==> config.mk <==
export PLATFORM = sky130hd
export DESIGN_NAME = data_mem_ctrl
export DESIGN_NICKNAME = d
export VERILOG_FILES = /design/src/rtl/dmem_pkg.sv /design/src/rtl/dmem_array.sv /design/src/rtl/data_mem_ctrl.sv
export SDC_FILE = /design/constraint.sdc
export NUM_CORES = 2
export LEC_CHECK = 0
export ABC_AREA = 1
export CORE_ASPECT_RATIO = 0.8
export CORE_UTILIZATION = 35
export CTS_CLUSTER_DIAMETER = 80
export DETAILED_ROUTE_END_ITERATION = 12
export PLACE_DENSITY = 0.59
export SYNTH_ARGS = -nofsm -noshare
export SYNTH_HDL_FRONTEND = slang
export SYNTH_SLANG_ARGS = --single-unit
export TNS_END_PERCENT = 20
==> constraint.sdc <==
create_clock -name clk -period 6.35 [get_ports clk]
set_input_delay 0.635 -clock clk [delete_from_list [all_inputs] [get_ports clk]]
set_output_delay 0.635 -clock clk [all_outputs]
set_load 0.005 [all_outputs]
==> src/rtl/dmem_pkg.sv <==
// Shared definitions for the data-memory controller: access-size codes,
// FSM state type, error-counter width and lane helper functions.
package dmem_pkg;

    localparam logic [1:0] SZ_BYTE   = 2'b00;
    localparam logic [1:0] SZ_HALF   = 2'b01;
    localparam logic [1:0] SZ_WORD   = 2'b10;
    localparam int         ERR_CNT_W = 8;

    typedef enum logic [1:0] {
        ST_IDLE = 2'b00,
        ST_BUSY = 2'b01,
        ST_RESP = 2'b10
    } state_t;

    // Pull the addressed byte/half out of a RAM word and extend it to 32 bits.
    function automatic logic [31:0] load_extract(input logic [31:0] word,
                                                 input logic [1:0]  lane,
                                                 input logic [1:0]  size,
                                                 input logic        sgn);
        logic [7:0]  byte_v;
        logic [15:0] half_v;
        logic [31:0] res;
        byte_v = word[{lane, 3'b000} +: 8];
        half_v = lane[1] ? word[31:16] : word[15:0];
        case (size)
            SZ_BYTE: res = {{24{sgn & byte_v[7]}}, byte_v};
            SZ_HALF: res = {{16{sgn & half_v[15]}}, half_v};
            default: res = word;
        endcase
        return res;
    endfunction

    function automatic logic [3:0] store_be(input logic [1:0] lane,
                                            input logic [1:0] size);
        logic [3:0] be;
        case (size)
            SZ_BYTE: be = 4'b0001 << lane;
            SZ_HALF: be = lane[1] ? 4'b1100 : 4'b0011;
            SZ_WORD: be = 4'b1111;
            default: be = 4'b0000;
        endcase
        return be;
    endfunction

    // Replicate right-aligned store data across lanes; byte enables pick the target.
    function automatic logic [31:0] store_data(input logic [31:0] wd,
                                               input logic [1:0]  size);
        logic [31:0] res;
        case (size)
            SZ_BYTE: res = {4{wd[7:0]}};
            SZ_HALF: res = {2{wd[15:0]}};
            default: res = wd;
        endcase
        return res;
    endfunction

endpackage

==> src/rtl/dmem_array.sv <==
// DEPTH x 32 synchronous single-port RAM with per-byte write enables.
// Contents are intentionally not reset.
module dmem_array #(
    parameter int DEPTH = 64
) (
    input  logic                     clk,
    input  logic [3:0]               be,
    input  logic [$clog2(DEPTH)-1:0] addr,
    input  logic [31:0]              wdata,
    output logic [31:0]              rdata
);

    logic [31:0] mem [DEPTH];
    logic [31:0] rdata_q;

    // Byte-masked write and registered read of the same word index.
    always_ff @(posedge clk) begin
        for (int b = 0; b < 4; b++) begin
            if (be[b]) begin
                mem[addr][b*8 +: 8] <= wdata[b*8 +: 8];
            end
        end
        rdata_q <= mem[addr];
    end

    assign rdata = rdata_q;

endmodule

==> src/rtl/data_mem_ctrl.sv <==
// Load/store controller: fixed-latency request/response handshake in front of
// a byte-addressable word RAM, with alignment/range checking and error counting.
module data_mem_ctrl
    import dmem_pkg::*;
#(
    parameter int ADDR_W  = 32,
    parameter int DEPTH   = 64,
    parameter int LATENCY = 2
) (
    input  logic              clk,
    input  logic              reset,
    input  logic              req_valid,
    output logic              req_ready,
    input  logic              req_we,
    input  logic [1:0]        req_size,
    input  logic              req_signed,
    input  logic [ADDR_W-1:0] req_addr,
    input  logic [31:0]       req_wdata,
    output logic              rsp_valid,
    input  logic              rsp_ready,
    output logic [31:0]       rsp_rdata,
    output logic              rsp_err,
    output logic [7:0]        err_count
);

    localparam int AW      = $clog2(DEPTH);
    localparam int IDX_TOP = AW + 2;

    state_t                 state_q, state_d;
    logic [3:0]             cnt_q, cnt_d;
    logic                   we_q, we_d;
    logic [1:0]             size_q, size_d;
    logic                   sgn_q, sgn_d;
    logic [ADDR_W-1:0]      addr_q, addr_d;
    logic [31:0]            wdata_q, wdata_d;
    logic                   req_ready_q, req_ready_d;
    logic                   rsp_valid_q, rsp_valid_d;
    logic [31:0]            rsp_rdata_q, rsp_rdata_d;
    logic                   rsp_err_q, rsp_err_d;
    logic [ERR_CNT_W-1:0]   err_count_q, err_count_d;

    logic                   size_err_s, range_err_s, err_s, access_s;
    logic [3:0]             mem_be_s;
    logic [AW-1:0]          mem_idx_s;
    logic [31:0]            mem_rdata_s;

    // While idle the RAM is addressed from the live request so the read word is
    // ready by the access edge even at LATENCY=1.
    assign mem_idx_s   = (state_q == ST_IDLE) ? req_addr[IDX_TOP-1:2] : addr_q[IDX_TOP-1:2];
    assign range_err_s = (addr_q >> IDX_TOP) != {ADDR_W{1'b0}};
    assign err_s       = size_err_s | range_err_s;
    assign access_s    = (state_q == ST_BUSY) && (cnt_q == 4'd0);
    assign mem_be_s    = (access_s && we_q && !err_s) ? store_be(addr_q[1:0], size_q) : 4'b0000;

    // Size/alignment legality of the latched request.
    always_comb begin
        size_err_s = 1'b0;
        case (size_q)
            SZ_BYTE: size_err_s = 1'b0;
            SZ_HALF: size_err_s = addr_q[0];
            SZ_WORD: size_err_s = (addr_q[1:0] != 2'b00);
            default: size_err_s = 1'b1;
        endcase
    end

    // Next-state and next-output computation for the IDLE/BUSY/RESP sequencer.
    always_comb begin
        state_d     = state_q;
        cnt_d       = cnt_q;
        we_d        = we_q;
        size_d      = size_q;
        sgn_d       = sgn_q;
        addr_d      = addr_q;
        wdata_d     = wdata_q;
        req_ready_d = req_ready_q;
        rsp_valid_d = rsp_valid_q;
        rsp_rdata_d = rsp_rdata_q;
        rsp_err_d   = rsp_err_q;
        err_count_d = err_count_q;
        case (state_q)
            ST_IDLE: begin
                if (req_valid && req_ready_q) begin
                    we_d        = req_we;
                    size_d      = req_size;
                    sgn_d       = req_signed;
                    addr_d      = req_addr;
                    wdata_d     = req_wdata;
                    cnt_d       = 4'(LATENCY - 1);
                    req_ready_d = 1'b0;
                    state_d     = ST_BUSY;
                end else begin
                    req_ready_d = 1'b1;
                end
            end
            ST_BUSY: begin
                if (cnt_q == 4'd0) begin
                    state_d     = ST_RESP;
                    rsp_valid_d = 1'b1;
                    rsp_err_d   = err_s;
                    rsp_rdata_d = (err_s || we_q) ? 32'h0000_0000
                                : load_extract(mem_rdata_s, addr_q[1:0], size_q, sgn_q);
                    if (err_s && (err_count_q != {ERR_CNT_W{1'b1}})) begin
                        err_count_d = err_count_q + {{(ERR_CNT_W-1){1'b0}}, 1'b1};
                    end else begin
                        err_count_d = err_count_q;
                    end
                end else begin
                    cnt_d = cnt_q - 4'd1;
                end
            end
            ST_RESP: begin
                if (rsp_ready) begin
                    state_d     = ST_IDLE;
                    rsp_valid_d = 1'b0;
                    rsp_rdata_d = 32'h0000_0000;
                    rsp_err_d   = 1'b0;
                    req_ready_d = 1'b1;
                end else begin
                    rsp_valid_d = 1'b1;
                end
            end
            default: begin
                state_d     = ST_IDLE;
                req_ready_d = 1'b1;
                rsp_valid_d = 1'b0;
            end
        endcase
    end

    // Sequencer and response registers; reset aborts any in-flight access.
    always_ff @(posedge clk or negedge reset) begin
        if (!reset) begin
            state_q     <= ST_IDLE;
            cnt_q       <= 4'd0;
            we_q        <= 1'b0;
            size_q      <= SZ_BYTE;
            sgn_q       <= 1'b0;
            addr_q      <= {ADDR_W{1'b0}};
            wdata_q     <= 32'h0000_0000;
            req_ready_q <= 1'b1;
            rsp_valid_q <= 1'b0;
            rsp_rdata_q <= 32'h0000_0000;
            rsp_err_q   <= 1'b0;
            err_count_q <= {ERR_CNT_W{1'b0}};
        end else begin
            state_q     <= state_d;
            cnt_q       <= cnt_d;
            we_q        <= we_d;
            size_q      <= size_d;
            sgn_q       <= sgn_d;
            addr_q      <= addr_d;
            wdata_q     <= wdata_d;
            req_ready_q <= req_ready_d;
            rsp_valid_q <= rsp_valid_d;
            rsp_rdata_q <= rsp_rdata_d;
            rsp_err_q   <= rsp_err_d;
            err_count_q <= err_count_d;
        end
    end

    dmem_array #(.DEPTH(DEPTH)) u_array (
        .clk   (clk),
        .be    (mem_be_s),
        .addr  (mem_idx_s),
        .wdata (store_data(wdata_q, size_q)),
        .rdata (mem_rdata_s)
    );

    assign req_ready = req_ready_q;
    assign rsp_valid = rsp_valid_q;
    assign rsp_rdata = rsp_rdata_q;
    assign rsp_err   = rsp_err_q;
    assign err_count = err_count_q;

endmodule
==> flow_metrics.tcl <==
set metrics [dict create \
    timing.slew.headroom_pct 19.09 \
    wl_per_cell_um 20.80 \
    syn_to_final_growth_pct 12.25 \
    p_leak_nw 45.87 \
    hold_viol 0 \
    layout-drive-gt1-share_pct 5.018 \
    path_clk_slew_ps 60 \
    antenna_found_initial 16 \
    fin_nets 9663 \
    coreArea_um2 271300 \
    dr.pass1.iters 9 \
    yosysWarnings 0 \
    syn_inst 9589 \
    finClkSkew_ps 42.82 \
    num-fill-cells 26330 \
    setup_slack_ps 1555 \
    clkPwrFrac_pct 25.1 \
    die_w_um 586.1 \
    grt_max_degree 226 \
    clock-root-buffer "clkbuf_16" \
    track_usage_pct 19.93 \
    die-height_um 469.3 \
    cts_max_level 4 \
    rrSetupSlack_ps 1550 \
    maxCapViolations 0 \
    cts_made_buffers 217 \
    dpl_worst_slack_ps 1634 \
    num_rows 171 \
    crit_type "flop to flop" \
    die_area_um2 275000 \
    finalMaxSlewViolations 0 \
    clk_path_buf_depth 4 \
    drcViolationCount 0 \
    numPortBuffers 114 \
    end_kind "flop" \
    tritoncts "built" \
    cts.sinks 2197 \
    hold_class "input pin to flop" \
    placed_cells 13000 \
    drt-initial-drc-count 8180 \
    netlist_area_um2 95530 \
    cp.required_ps 6830 \
    fin_cells 13410 \
    outcome "finished, final reports clean" \
    period_share_pct 75.51 \
    clkLatencyLatePin_ps 870 \
    vias_per_cell 4.811 \
    globalplace.congestion 0.9062 \
    postLayoutCoreUtil_pct 39.53 \
    worstPathMaxFanout 17 \
    p_per_area_nw_per_um2 478.3 \
    grt_pass1_vias 60510 \
    switching_share_pct 41.44 \
    tns_ps 0 \
    worst_slew_pin_slew_ps 1211 \
    ys_ff_latch 2197 \
    max_freq_ghz 0.2085 \
    io_pins 115 \
    dr_total_vias 64490 \
    rsz0062_at_grt "false" \
    initial_core_util_pct 35.21 \
    grt_pass1_wl_mm 405.5 \
    ys_seq_area_share_pct 68.11 \
    max-vdd-ir-drop_v 0.0007136 \
    cp_data_arrival_time_ps 5270 \
    synthDistinctLibCells 44 \
    pwr-share-seq_pct 38.2 \
    ant_nets 0 \
    syn-num-nets 9666 \
    dp_hpwl_mm 169.8 \
    p_int_mw 30.03 \
    wirelength_mm 278.8 \
    setup_violations 0 \
    place_area_um2 100200 \
    fin_crit_ps 4795 \
    p_comb_share_pct 36.6 \
    avgSynthCellArea_um2 9.962 \
    finalInstanceArea_um2 107200 \
    worst_setup_path_start_kind "flop" \
    overflow 0 \
    switching_power_mw 21.25 \
]
[cells in the mapped netlist, drive strengths merged]
| cell | count | share of area, % |
|---|---|---|
| a22o | 1 | 0.0092 |
| nand3b | 1 | 0.0079 |
| or2 | 7 | 0.046 |
| xnor2 | 3 | 0.028 |
| clkinv | 1 | 0.0039 |
| dfstp | 1 | 0.028 |
| a21oi | 12 | 0.063 |
| dfrtp | 116 | 3.0 |
| nand4 | 19 | 0.13 |
| nor3 | 9 | 0.089 |
| a211oi | 1 | 0.013 |
| dfxtp | 32 | 0.67 |
| o221ai | 1 | 0.0092 |
| xor2 | 5 | 0.046 |
| buf | 380 | 2.1 |
| nand3 | 957 | 5.0 |
| nor4 | 1 | 0.0066 |
| nand2 | 3028 | 12 |
| and3 | 8 | 0.052 |
| edfxtp | 2048 | 64 |
| inv | 2010 | 7.9 |
| nor2 | 460 | 1.9 |
| o21ai | 421 | 2.2 |
| o211ai | 10 | 0.084 |
| clkbuf | 48 | 0.19 |
| a31oi | 1 | 0.0066 |
| o22ai | 3 | 0.020 |
| ha | 5 | 0.065 |
[sequential cells by signal (all words and copies together), names as in the netlist, 2 cells and up]
name,count
size_q,2
u_array.rdata,32
rsp_rdata,32
u_array.mem,2048
err_count,8
cnt_q,4
wdata_q,32
addr_q,32
state_q,2
[layout by cell type, fill, tap and decap left out, types with 5 or more instances in the layout]
cell | synthesis | final
dfrtp_1 | 116 | 108
clkinv_2 | 0 | 39
nor3_4 | 0 | 8
buf_12 | 0 | 13
clkbuf_8 | 0 | 22
xor2_1 | 5 | 5
inv_2 | 4 | 5
buf_4 | 15 | 79
clkbuf_1 | 48 | 46
o21ai_1 | 213 | 212
clkdlybuf4s50_1 | 0 | 113
or2_2 | 7 | 7
clkinv_4 | 0 | 5
nand2_2 | 3 | 9
edfxtp_1 | 2048 | 2048
nand4_1 | 18 | 18
o21ai_4 | 2 | 10
o211ai_1 | 9 | 9
nand3_1 | 956 | 954
bufinv_16 | 0 | 14
clkinvlp_4 | 0 | 10
nand2_1 | 3025 | 3017
diode_2 | 0 | 8
and3_1 | 8 | 8
o21ai_0 | 205 | 197
clkbuf_16 | 0 | 224
inv_1 | 2004 | 2003
a21oi_1 | 12 | 12
nor2_1 | 446 | 444
clkinv_1 | 1 | 30
dfxtp_1 | 32 | 32
dfrtp_2 | 0 | 8
ha_1 | 5 | 5
nor2_4 | 6 | 11
[final timing paths]
check | cells after the start | startpoint | endpoint
worst max-delay path | 9 | state_q[0] | u_array.mem[5][24]
worst min-delay path | 3 | req_wdata[7] | wdata_q[7]
worst max register to register | 9 | state_q[0] | u_array.mem[5][24]
worst min register to register | 2 | addr_q[24] | addr_q[24]
max in group asynchronous | 3 | reset | wdata_q[5]
min in group asynchronous | 2 | reset | err_count[5]
[timing repair]
action,CTS,global route
setup buffers,0,0
endpoints found under the hold margin,57,0
setup endpoints to repair,0,0
hold buffers,1,0
gates resized for setup,0,0
[stage by stage]
| step | hold WS, ps | power, mW |
|---|---|---|
| 2_1_floorplan | 339.4 | 30.32 |
| 3_3_place_gp | 463.4 | 38.26 |
| 3_5_place_dp | 465.9 | 38.37 |
| 4_1_cts | 254.9 | 51.16 |
| 5_1_grt | 283.4 | 53.37 |
| 6_report | 306.2 | 51.29 |
[area by class of cell]
cell class	count	area (um2)	share of cell area, %
Sequential cell	2197	65080	60.69
Multi-Input combinational cell	4953	21010	19.59
Clock buffer	292	6081	5.671
Clock inverter	105	952.2	0.8879
Antenna cell	8	20.02	0.01867
Inverter	2011	7553	7.044
Timing Repair Buffer	206	1994	1.860
Tap cell	3633	4546	4.239
[kinds of logic (layout without fill, tap and decap cells)]
kind of cell	count (synthesis)	count (layout)	synth area share [%]
buffers and inverters	2439	2614	10.16
AO/OA/AOI/OAI	450	450	2.437
flip-flops	2197	2197	68.11
XOR/XNOR	8	8	0.07335
other	0	8	0
AND/OR/NAND/NOR	4490	4490	19.15
adder cells (fa/ha/maj)	5	5	0.06549
[critical path: stages, from the launching register on]
cell	delay, ps
dfrtp_1	380
inv_1	100
ha_1	340
buf_4	260
o21ai_2	610
inv_2	230
nor3_4	620
buf_4	430
nand2_1	650
nor2_1	760
[power by group through the flow]
stage	sequential, mW	clock [mW]	combinational (mW)
finish	19.6	12.9	18.8
global route	19.6	13.6	20.2
CTS	19.6	13.0	18.5
detailed placement	19.9	0	18.5
global placement	19.9	0	18.4
floorplan	19.9	0	10.4
[layer usage]
| layer | up-vias | GRT usage (%) | wire, um |
|---|---|---|---|
| li1 | 30220 | - | - |
| met1 | 30980 | 29.11 | 123000 |
| met2 | 2824 | 28.75 | 116900 |
| met3 | 466 | 4.923 | 29030 |
| met4 | 8 | 6.730 | 9831 |
| met5 | - | 0 | 78 |
Power figures use the tool's default switching activity.
